**src/rtl/fetch_pc_ctrl.sv**
```systemverilog
// Instruction-fetch sequencer: owns the PC, drives the next-PC mux select and the imem handshake.
// Trap redirects outrank branches; a redirect that misses an accept is pended until one occurs.
module fetch_pc_ctrl #(
   parameter logic [31:0] RESET_PC = 32'h0000_0000
) (
   input  logic        clk,
   input  logic        rst,
   input  logic        stall_i,
   input  logic        br_taken_i,
   input  logic [31:0] br_target_i,
   input  logic        trap_i,
   input  logic [31:0] trap_vec_i,
   input  logic        imem_ready_i,
   output logic        imem_req_o,
   output logic [31:0] pc_o,
   output logic        mux_sel_o,
   output logic [31:0] mux_target_o,
   output logic        valid_o,
   output logic        flush_o
);

   typedef enum logic [1:0] {StIdle, StRun, StWait} state_e;

   state_e      state_q;
   logic        pend_valid_q;
   logic        pend_trap_q;
   logic [31:0] pend_target_q;

   logic        redir;
   logic        redir_trap;
   logic [31:0] redir_target;
   logic        req_raw;
   logic        accept;

   // New trap > pending trap > new branch > pending branch.
   always_comb begin
      redir        = 1'b1;
      redir_trap   = 1'b0;
      redir_target = pend_target_q;
      if (trap_i) begin
         redir_trap   = 1'b1;
         redir_target = trap_vec_i;
      end else if (pend_valid_q && pend_trap_q) begin
         redir_trap   = 1'b1;
      end else if (br_taken_i) begin
         redir_target = br_target_i;
      end else if (!pend_valid_q) begin
         redir        = 1'b0;
      end
   end

   always_comb begin
      req_raw = 1'b0;
      unique case (state_q)
         StIdle:  req_raw = 1'b0;
         StRun:   req_raw = !stall_i;
         StWait:  req_raw = 1'b1;
         default: req_raw = 1'b0;
      endcase
   end

   assign imem_req_o   = !rst && req_raw;
   assign accept       = imem_req_o && imem_ready_i;
   assign mux_sel_o    = redir && accept;
   assign mux_target_o = {redir_target[31:2], 2'b00};

   always_ff @(posedge clk) begin
      if (rst) begin
         state_q       <= StIdle;
         pc_o          <= RESET_PC;
         pend_valid_q  <= 1'b0;
         pend_trap_q   <= 1'b0;
         pend_target_q <= 32'h0;
         valid_o       <= 1'b0;
         flush_o       <= 1'b0;
      end else begin
         unique case (state_q)
            StIdle:  state_q <= StRun;
            StRun:   if (imem_req_o && !imem_ready_i) state_q <= StWait;
            StWait:  if (imem_ready_i) state_q <= StRun;
            default: state_q <= StIdle;
         endcase

         if (accept) begin
            pc_o         <= mux_sel_o ? mux_target_o : pc_o + 32'd4;
            valid_o      <= !redir;
            flush_o      <= redir;
            pend_valid_q <= 1'b0;
            pend_trap_q  <= 1'b0;
         end else begin
            valid_o <= 1'b0;
            flush_o <= 1'b0;
            if (redir) begin
               pend_valid_q  <= 1'b1;
               pend_trap_q   <= redir_trap;
               pend_target_q <= redir_target;
            end
         end
      end
   end

endmodule

```
**config.mk**
```make
export PLATFORM = sky130hd
export DESIGN_NAME = fetch_pc_ctrl
export DESIGN_NICKNAME = d
export VERILOG_FILES = /design/src/rtl/fetch_pc_ctrl.sv
export SDC_FILE = /design/constraint.sdc
export NUM_CORES = 1
export LEC_CHECK = 0
export BUFFER_PORTS_ARGS = -buffer_cell sky130_fd_sc_hd__buf_2
export CAP_MARGIN = 10
export CORE_MARGIN = 3
export CORE_UTILIZATION = 54
export DETAILED_ROUTE_END_ITERATION = 8
export PLACE_DENSITY = 0.9
export SKIP_CTS_REPAIR_TIMING = 1
export SYNTH_ARGS = -nofsm -noshare
export SYNTH_HDL_FRONTEND = slang
export SYNTH_SLANG_ARGS = --single-unit
export TNS_END_PERCENT = 5
```
**constraint.sdc**
```tcl
create_clock -name clk -period 4.8 [get_ports clk]
set_clock_uncertainty 0.2 [all_clocks]
set_input_delay 1.2 -clock clk [delete_from_list [all_inputs] [get_ports clk]]
set_output_delay 1.2 -clock clk [all_outputs]
set_load 0.005 [all_outputs]
```
==> results by group, run 1 <==
CTS
  – Clock slew at reported path FFs: 0.07 ns
  – CTS tree: built
  – Longest Clk Path Bufs: 2
  – Root buffer cell: clkbuf_8
  – Num Clock Sinks: 66
  – CTS Buf Count: 9
  – H-Tree Depth: 3
  – Clock latency on the worst-skew pair: 0.34 ns

Global route
  – Number of global-route vias before repair: 3885
  – Initial antenna violation count: 0
  – Total congestion overflow: 0
  – Gr usage total: 0.284
  – Largest net degree at the start of global routing: 42
  – First-pass GRT wire length: 19200 µm

Worst setup path
  – Most Frequent Cell on Critical Path: buf_2
  – Worst Setup End Kind: output port
  – Critical path's top delay family: compound AO/OA/AOI/OAI gates
  – WP data arrival: 2.83 ns
  – CP Launch Type: input port
  – Slowest cell on crit path: a21boi_4
  – Worst stage delay on the critical path: 0.60 ns
  – CP Data Required Time: 3.40 ns
  – CP Cell Sequence: buf_2, a21boi_4, buf_4, mux2i_1, o21ai_1, buf_2
  – Setup Crit Path Kind: in2out
  – Worst r2r src: state_q[1]
  – Crit-path max FO: 19
  – Critical Path Start: br_taken_i
  – Crit path buf inv count: 3

Synth
  – Synth Area in Compound Gates: 0.226
  – Mapped Area: 0.00389 mm²
  – Most common cell in the synthesized netlist: nand2_1
  – Synth Area in Adders: 0.0161
  – Simple-Gate Fraction of Synth Area: 0.232
  – Yosys warns: 0
  – Asr flop ratio synth: 0
  – Yosys top cell by area: dfxtp_1
  – Post-synthesis mux area share: 0.109
  – Largest family of logic cells by synthesized area: simple AND/OR/NAND/NOR gates
  – Post-Synth XOR/XNOR Area: 0.00675
  – Yosys top cell area share: 0.339
  – Synth Flop Type: dfxtp_1
  – Synth area leaders: dfxtp_1, nand2_1, a21oi_1
  – Post-Synthesis Cells: 507
  – Synth Register Bits: 66
  – Avg Inst Size Synth: 7.68 µm²
  – Post-synth cell types: 51
  – Leading cell types by count after synthesis: nand2_1, dfxtp_1, a21oi_1
  – Number of synthesized flops with an enable pin: 0
  – Register area share after synthesis: 0.339

Floorplanning
  – Core outline area: 0.00691 mm²
  – Row count: 30
  – Die Ht: 90.9 µm
  – Die ar.: 0.00826 mm²
  – Initial Util: 0.564
  – Die Wd: 90.9 µm
  – # IOs: 138

Power and ir drop
  – Combinational share of power: 0.257
  – NetSw: 501 µW
  – Switching Share: 0.322
  – PnR Total Power: 1560 µW
  – Clock power frac: 0.328
  – Pleak: 0.00218 µW
  – Power Dens Cells: 324 mW/mm²
  – P_int: 1060 µW
  – Peak VDD IR: 167 µV
  – Sequential share of power: 0.416

Cells and area
  – Finished Core Util: 0.695
  – Filler cells: 566
  – ANT cells: 0
  – Nets: 701
  – Fraction of layout cells with a size suffix above 1: 0.296
  – Area delta synth->final: 23.3%

Drt
  – M1 wire length: 5060 µm
  – DRC: 0
  – Detail Route met2 WL: 5760 µm
  – Vias per cell: 5.91
  – Max Used Layer: met4
  – Met3 routed WL: 1030 µm
  – ANT nets after route: 0
  – Final wirelength: 12300 µm
  – 1st-iter DRT viols: 379
  – First-pass DRT Iterations: 6
  – Routed length per placed instance: 16.9 µm
  – DR vias: 4293

Timing
  – Worst slew margin: 0.351
  – Maximum clock rate: 236 MHz
  – Setup violators final: 0
  – Max Transition Viols Final: 0
  – Final hold vios: 0
  – RSZ-0062 raised after global routing: no
  – Final hold slack: 0.256 ns
  – Fin crit share: 0.881
  – Setup_tns: 0 ns
  – Crit path time final: 4.23 ns
  – Worst-margin pin slew: 0.969 ns

Outcome
  – Status: completed

Min path
  – Hold crit path type: reg2reg
  – Hold_sp: pend_target_q[7]

Place
  – Port buffer count: 129
  – RD Place Congestion: 0.866
  – Post-DP HPWL: 8780 µm

Flow run
  – Max cap viols: 0
-- area by class of cell --
cell class                 count  area (µm²)  share of cell area
multi-input combinational    389        2330               0.485
sequential                    66        1320               0.275
timing repair buffer         143         751               0.156
clock buffer                   9         124              0.0258
tap                           96         120              0.0250
clock inverter                 7        93.8              0.0195
inverter                      17        63.8              0.0133
-- logic make-up (layout without fill, tap and decap cells) --
family	Yosys count	in the layout
simple gates	196	196
compound gates	141	141
flops	66	66
buf+inv	55	176
mux	40	40
fa+ha+maj	5	5
xor+xnor	3	3
other cells	1	4
-- worst paths after layout --
kind	endpoint	slack, ns	depth (start not counted)
hold reg to reg	pend_target_q[7]	0.26	2
setup / recovery	mux_target_o[17]	0.57	6
hold / removal	pend_target_q[7]	0.26	2
setup reg to reg	pc_o[25]	2.13	7
-- per-layer routing --
layer  global-route usage  up-vias
met5                    0        -
met4                0.141        0
met3               0.0383       44
met2                0.460      248
met1                0.371     1959
li1                     -     2042
-- per-stage QoR --
step | worst slack (ns) | cell area (µm²) | instances
4_1_cts | 0.599 | 4800 | 727
5_1_grt | 0.469 | 4800 | 727
2_1_floorplan | 1.19 | 3900 | 510
3_5_place_dp | 0.603 | 4580 | 711
3_3_place_gp | 0.645 | 4580 | 711
6_report | 0.569 | 4800 | 727
-- layout by cell type (no fill, tap or decap), types with 5 or more instances in the layout --
cell type and instances:
nor2b_1 7, dfxtp_1 66, o21ai_0 25, o21ai_1 19, nand3_1 19, a21oi_1 47
inv_1 16, mux2i_1 22, a31oi_1 7, ha_1 5, buf_4 14, a221o_1 8
o211ai_1 7, nand2_1 112, o311ai_0 5, buf_2 129, nand4_1 12, clkbuf_8 9
nor3_1 6, nor2_1 20, mux2_2 18
-- power by group through the flow --
stage	clock, µW	combinational [µW]	sequential, µW
6_report	510	399	647
5_1_grt	538	437	654
4_1_cts	513	395	645
3_5_place_dp	0	386	658
3_3_place_gp	0	370	653
2_1_floorplan	0	253	646
-- flip-flops by register name, summed over array words and instances (netlist names) --
signal and flops:
pend_valid_q 1, pend_target_q 30, flush_o 1, state_q 2, valid_o 1, pc_o 30, pend_trap_q 1
-- tightest hold or removal path, cell delays in order, from the launching register on --
cell and delay [ns]:
dfxtp_1 0.31, nand2_1 0.05, a21oi_1 0.05
(Power assumes the default switching activity.)
==> run 2, diff against run 1 <==
Settings changed: BUFFER_PORTS_ARGS -buffer_cell sky130_fd_sc_hd__buf_2 to default, CELL_PAD_IN_SITES_DETAIL_PLACEMENT from default to 1, CELL_PAD_IN_SITES_GLOBAL_PLACEMENT from default to 2, CORE_UTILIZATION 54 to 37, DONT_BUFFER_PORTS from default to 1, PLACE_DENSITY 0.9 to 0.88, RECOVER_POWER from default to 50.
==> run 2 against run 1 <==
Net effect: design area fell by 14%; utilization fell by 28 points; worst setup slack improved by 0.51 ns; critical path depth fell by 2; flip-flop and latch count did not move; sequential share of layout area rose by 4.5 points; total power fell by 6.5%; hold slack got worse by 0.0078 ns; first-iteration DRC count fell by 30%; routed wire length rose by 4.5%; register-to-register slack got worse by 0.66 ns; highest routed layer unchanged.
==> results by group, run 2 (synthesized netlist as in run 1, its figures left out) <==
Floorplanning
  – Initial Util: 0.389 (was 0.564)
  – Die Wd: 109 µm (was 90.9 µm)
  – Core outline area: 0.0100 mm² (was 0.00691 mm²)
  – Die Ht: 109 µm (was 90.9 µm)
  – Row count: 36 (was 30)
  – Die ar.: 0.0118 mm² (was 0.00826 mm²)
  – # IOs: 138 (unchanged)

Timing
  – Final hold vios: 0 (unchanged)
  – Final hold slack: 0.248 ns (was 0.256 ns)
  – Crit path time final: 3.72 ns (was 4.23 ns)
  – Worst slew margin: 0.0338 (was 0.351)
  – Setup_tns: 0 ns (unchanged)
  – RSZ-0062 raised after global routing: no (unchanged)
  – Worst-margin pin slew: 1.45 ns (was 0.969 ns)
  – Max Transition Viols Final: 0 (unchanged)
  – Maximum clock rate: 269 MHz (was 236 MHz)
  – Setup violators final: 0 (unchanged)
  – Fin crit share: 0.775 (was 0.881)

Power and ir drop
  – Peak VDD IR: 112 µV (was 167 µV)
  – PnR Total Power: 1460 µW (was 1560 µW)
  – Pleak: 0.00156 µW (was 0.00218 µW)
  – P_int: 984 µW (was 1060 µW)
  – Switching Share: 0.324 (was 0.322)
  – NetSw: 471 µW (was 501 µW)
  – Sequential share of power: 0.447 (was 0.416)
  – Combinational share of power: 0.214 (was 0.257)
  – Clock power frac: 0.338 (was 0.328)
  – Power Dens Cells: 353 mW/mm² (was 324 mW/mm²)

Global route
  – Total congestion overflow: 0 (unchanged)
  – Number of global-route vias before repair: 3545 (was 3885)
  – Initial antenna violation count: 0 (unchanged)
  – First-pass GRT wire length: 19900 µm (was 19200 µm)
  – Gr usage total: 0.217 (was 0.284)
  – Largest net degree at the start of global routing: 59 (was 42)

Worst setup path
  – CP Data Required Time: 3.40 ns (about the same)
  – Worst Setup End Kind: output port (unchanged)
  – Critical Path Start: br_taken_i (unchanged)
  – Worst r2r src: state_q[1] (unchanged)
  – WP data arrival: 2.32 ns (was 2.83 ns)
  – Setup Crit Path Kind: in2out (unchanged)
  – CP Launch Type: input port (unchanged)
  – Crit-path max FO: 34 (was 19)

CTS
  – Longest Clk Path Bufs: 2 (unchanged)
  – H-Tree Depth: 3 (unchanged)
  – CTS Buf Count: 9 (unchanged)
  – Num Clock Sinks: 66 (unchanged)
  – Clock latency on the worst-skew pair: 0.34 ns (about the same)
  – Root buffer cell: clkbuf_8 (unchanged)
  – CTS tree: built (unchanged)
  – Clock slew at reported path FFs: 0.07 ns (about the same)

Cells and area
  – Leading cell types in the layout, fill and taps excluded: nand2_1, dfxtp_1, a21oi_1 (was buf_2, nand2_1, dfxtp_1)
  – Finished Core Util: 0.413 (was 0.695)
  – Top Registers: pc_o (30), pend_target_q (30), state_q (2) (unchanged)
  – Fraction of layout cells with a size suffix above 1: 0.0889 (was 0.296)
  – Filler cells: 1260 (was 566)
  – Area delta synth->final: 5.98% (was 23.3%)
  – Final instance area: 0.00413 mm² (was 0.00480 mm²)
  – Commonest non-fill, non-tap cell in the layout: nand2_1 (was buf_2)
  – ANT cells: 0 (unchanged)
  – FF/Latch Area: 0.00132 mm² (unchanged)
  – Nets: 565 (was 701)
  – Multi-input logic area: 0.00232 mm² (was 0.00233 mm²)

Drt
  – 1st-iter DRT viols: 265 (was 379)
  – ANT nets after route: 0 (unchanged)
  – DR vias: 3675 (was 4293)
  – DRC: 0 (unchanged)
  – Vias per cell: 5.85 (was 5.91)
  – First-pass DRT Iterations: 4 (was 6)
  – Routed length per placed instance: 20.4 µm (was 16.9 µm)
  – Final wirelength: 12800 µm (was 12300 µm)

Min path
  – Hold_sp: pend_target_q[8] (was pend_target_q[7])
  – Hold crit path type: reg2reg (unchanged)

Outcome
  – Status: completed (unchanged)

Place
  – Port buffer count: 0 (was 129)
  – RD Place Congestion: 0.764 (was 0.866)
  – Dpl cell area: 0.00394 mm² (was 0.00458 mm²)
  – Post-DP HPWL: 9320 µm (was 8780 µm)

Flow run
  – Max cap viols: 0 (unchanged)
## run 2: stage by stage
step	setup WS (ns)	std cells
after floorplan	1.19	510
after global placement	1.09	612
after detailed placement	1.07	612
after CTS	1.06	628
after global routing	0.941	628
final	1.08	628
## run 2: final cells by class
cell class | instances | share of cell area
Multi-Input combinational cell | 389 | 0.563
Sequential cell | 66 | 0.320
Tap cell | 133 | 0.0403
Clock buffer | 14 | 0.0394
Inverter | 17 | 0.0155
Timing Repair Buffer | 7 | 0.0130
Clock inverter | 2 | 0.00849
## run 2: power by group through the flow
stage,logic (µW),registers [µW],clock network [µW]
after detailed placement,315,664,0
final,312,651,492
after global placement,300,661,0
after global routing,351,660,527
after floorplan,253,646,0
after CTS,318,652,498
## run 2: routing by layer
layer	routed length, µm	part of all wire	track usage	up-vias
met5	0	0	0	-
met4	72	0.0056	0.0460	0
met3	1160	0.091	0.0579	6
met2	5800	0.45	0.335	139
met1	5770	0.45	0.304	1759
li1	-	-	-	1771
## run 2: worst paths after layout
path                                     endpoint  slack (ns)  cells after the start
worst max-delay path             mux_target_o[19]        1.08                      4
worst min-delay path             pend_target_q[8]        0.25                      2
worst max register to register  pend_target_q[23]        1.47                      9
worst min register to register   pend_target_q[8]        0.25                      2
## run 2: worst max-delay path: stages
cell and delay, ns:
a21boi_4 0.17, buf_12 0.24, mux2_2 0.37, mux2_2 0.33
==> run 3, diff against run 2 <==
Settings changed: CORE_UTILIZATION 37 to 35, PLACE_DENSITY 0.88 to 0.84.
Clock period 4.8 ns to 3.75 ns, I/O delays scaled along.
==> run 3 against run 2 <==
Net effect: the run now ends with max-capacitance violations, max-slew violations left; via count fell by 0.30%; total power rose by 26%; cell count rose by 0.80%; clock power rose by 22%; worst setup slack got worse by 0.56 ns; first-iteration DRC count fell by 20%; critical path type is now reg2reg; largest cell class unchanged.
==> results by group, run 3 (synthesized netlist as in run 1, its figures left out) <==
Outcome
  – Status: finished with violations (was completed)
  – Failing checks: max-capacitance violations, max-slew violations

Power and ir drop
  – Sequential share of power: 0.456 (was 0.447)
  – Peak VDD IR: 223 µV (was 112 µV)
  – Pleak: 0.00159 µW (was 0.00156 µW)
  – NetSw: 595 µW (was 471 µW)
  – Switching Share: 0.324 (about the same)
  – P_int: 1240 µW (was 984 µW)
  – Power Dens Cells: 442 mW/mm² (was 353 mW/mm²)
  – Clock power frac: 0.328 (was 0.338)
  – Combinational share of power: 0.216 (was 0.214)

Timing
  – Worst-margin pin slew: 1.67 ns (was 1.45 ns)
  – RSZ-0062 raised after global routing: no (unchanged)
  – Setup_tns: 0 ns (unchanged)
  – Setup violators final: 0 (unchanged)
  – Max Transition Viols Final: 21 (was 0)
  – Maximum clock rate: 310 MHz
  – Fin crit share: 0.861
  – Final hold vios: 0 (unchanged)
  – Crit path time final: 3.23 ns
  – Worst slew margin: -0.116 (was 0.0338)

Place
  – Port buffer count: 0 (unchanged)
  – Dpl cell area: 0.00398 mm² (was 0.00394 mm²)
  – Post-DP HPWL: 9640 µm (was 9320 µm)
  – RD Place Congestion: 0.783 (was 0.764)

Worst setup path
  – CP Data Required Time: 3.78 ns (was 3.40 ns)
  – Worst Setup End Kind: flip-flop (was output port)
  – Critical Path Start: state_q[1] (was br_taken_i)
  – CP Launch Type: flip-flop (was input port)
  – WP data arrival: 3.26 ns (was 2.32 ns)
  – Worst r2r src: state_q[1] (unchanged)
  – Worst R2R Path Depth: 8 (was 9)
  – Setup Crit Path Kind: reg2reg (was in2out)
  – Crit-path max FO: 20 (was 34)

Cells and area
  – FF/Latch Area: 0.00132 mm² (unchanged)
  – Nets: 568 (was 565)
  – ANT cells: 0 (unchanged)
  – Finished Core Util: 0.393 (was 0.413)
  – Final instance area: 0.00415 mm² (was 0.00413 mm²)
  – Top Registers: pc_o (30), pend_target_q (30), state_q (2) (unchanged)
  – Fraction of layout cells with a size suffix above 1: 0.0946 (was 0.0889)
  – Multi-input logic area: 0.00231 mm² (was 0.00232 mm²)
  – Commonest non-fill, non-tap cell in the layout: nand2_1 (unchanged)
  – Leading cell types in the layout, fill and taps excluded: nand2_1, dfxtp_1, a21oi_1 (unchanged)
  – Area delta synth->final: 6.59% (was 5.98%)
  – Filler cells: 1315 (was 1260)

Floorplanning
  – Die ar.: 0.0124 mm² (was 0.0118 mm²)
  – Initial Util: 0.369 (was 0.389)
  – Row count: 37 (was 36)
  – Die Wd: 111 µm (was 109 µm)
  – Core outline area: 0.0106 mm² (was 0.0100 mm²)
  – Die Ht: 111 µm (was 109 µm)
  – # IOs: 138 (unchanged)

CTS
  – Root buffer cell: clkbuf_8 (unchanged)
  – Clock slew at reported path FFs: 0.07 ns (about the same)
  – CTS tree: built (unchanged)
  – Num Clock Sinks: 66 (unchanged)
  – CTS Buf Count: 9 (unchanged)
  – Longest Clk Path Bufs: 2 (unchanged)
  – H-Tree Depth: 3 (unchanged)
  – Clock latency on the worst-skew pair: 0.34 ns (about the same)

Drt
  – 1st-iter DRT viols: 212 (was 265)
  – Routed length per placed instance: 20.3 µm (was 20.4 µm)
  – DRC: 0 (unchanged)
  – First-pass DRT Iterations: 4 (unchanged)
  – Vias per cell: 5.79 (was 5.85)
  – Final wirelength: 12900 µm (was 12800 µm)
  – ANT nets after route: 0 (unchanged)
  – DR vias: 3664 (was 3675)

Min path
  – Hold crit path type: reg2reg (unchanged)
  – Hold depth: 2 (unchanged)
  – Hold_sp: pend_target_q[10] (was pend_target_q[8])

Flow run
  – Max cap viols: 1 (was 0)

Global route
  – Number of global-route vias before repair: 3784 (was 3545)
  – Gr usage total: 0.204 (was 0.217)
  – First-pass GRT wire length: 20700 µm (was 19900 µm)
  – Initial antenna violation count: 0 (unchanged)
  – Total congestion overflow: 0 (unchanged)
  – Largest net degree at the start of global routing: 59 (unchanged)
[run 3: routing by layer]
metal	share of wire	GRT usage
met4	0.014	0.0649
met5	0	0
met3	0.072	0.0505
met2	0.44	0.314
met1	0.47	0.282
[run 3: power by group through the flow]
stage	Sequential, µW	Clock, µW	Combinational, µW
2_1_floorplan	826	0	324
3_3_place_gp	847	0	386
3_5_place_dp	852	0	407
4_1_cts	836	614	408
5_1_grt	847	641	444
6_report	835	602	396
[run 3: cell type report]
| cell class | count | area share |
|---|---|---|
| Timing Repair Buffer | 10 | 0.0226 |
| Tap cell | 136 | 0.0410 |
| Multi-Input combinational cell | 389 | 0.558 |
| Clock inverter | 3 | 0.00965 |
| Inverter | 17 | 0.0154 |
| Sequential cell | 66 | 0.318 |
| Clock buffer | 12 | 0.0350 |
[run 3: worst paths after layout]
check / end / slack, ns
setup / recovery: pc_o[14] / 0.52
hold / removal: pend_target_q[10] / 0.25
setup reg to reg: pc_o[14] / 0.52
hold reg to reg: pend_target_q[10] / 0.25
[run 3: metrics by stage]
step           setup slack [ns]  total power [µW]  cells  hold slack [ns]
6_report                  0.520              1830    633            0.248
5_1_grt                   0.247              1930    633            0.283
4_1_cts                   0.521              1860    633            0.253
3_5_place_dp              0.554              1260    618            0.243
3_3_place_gp              0.567              1230    618            0.234
2_1_floorplan             0.664              1150    510            0.234
[run 3: worst max-delay path: stages, from the launching register on]
cell and delay [ns]:
dfxtp_1 0.36, inv_1 0.09, ha_1 0.21, nor2b_1 0.19, or2_2 0.30, a31oi_1 1.20
buf_4 0.37, o21ai_0 0.10, o311ai_0 0.11
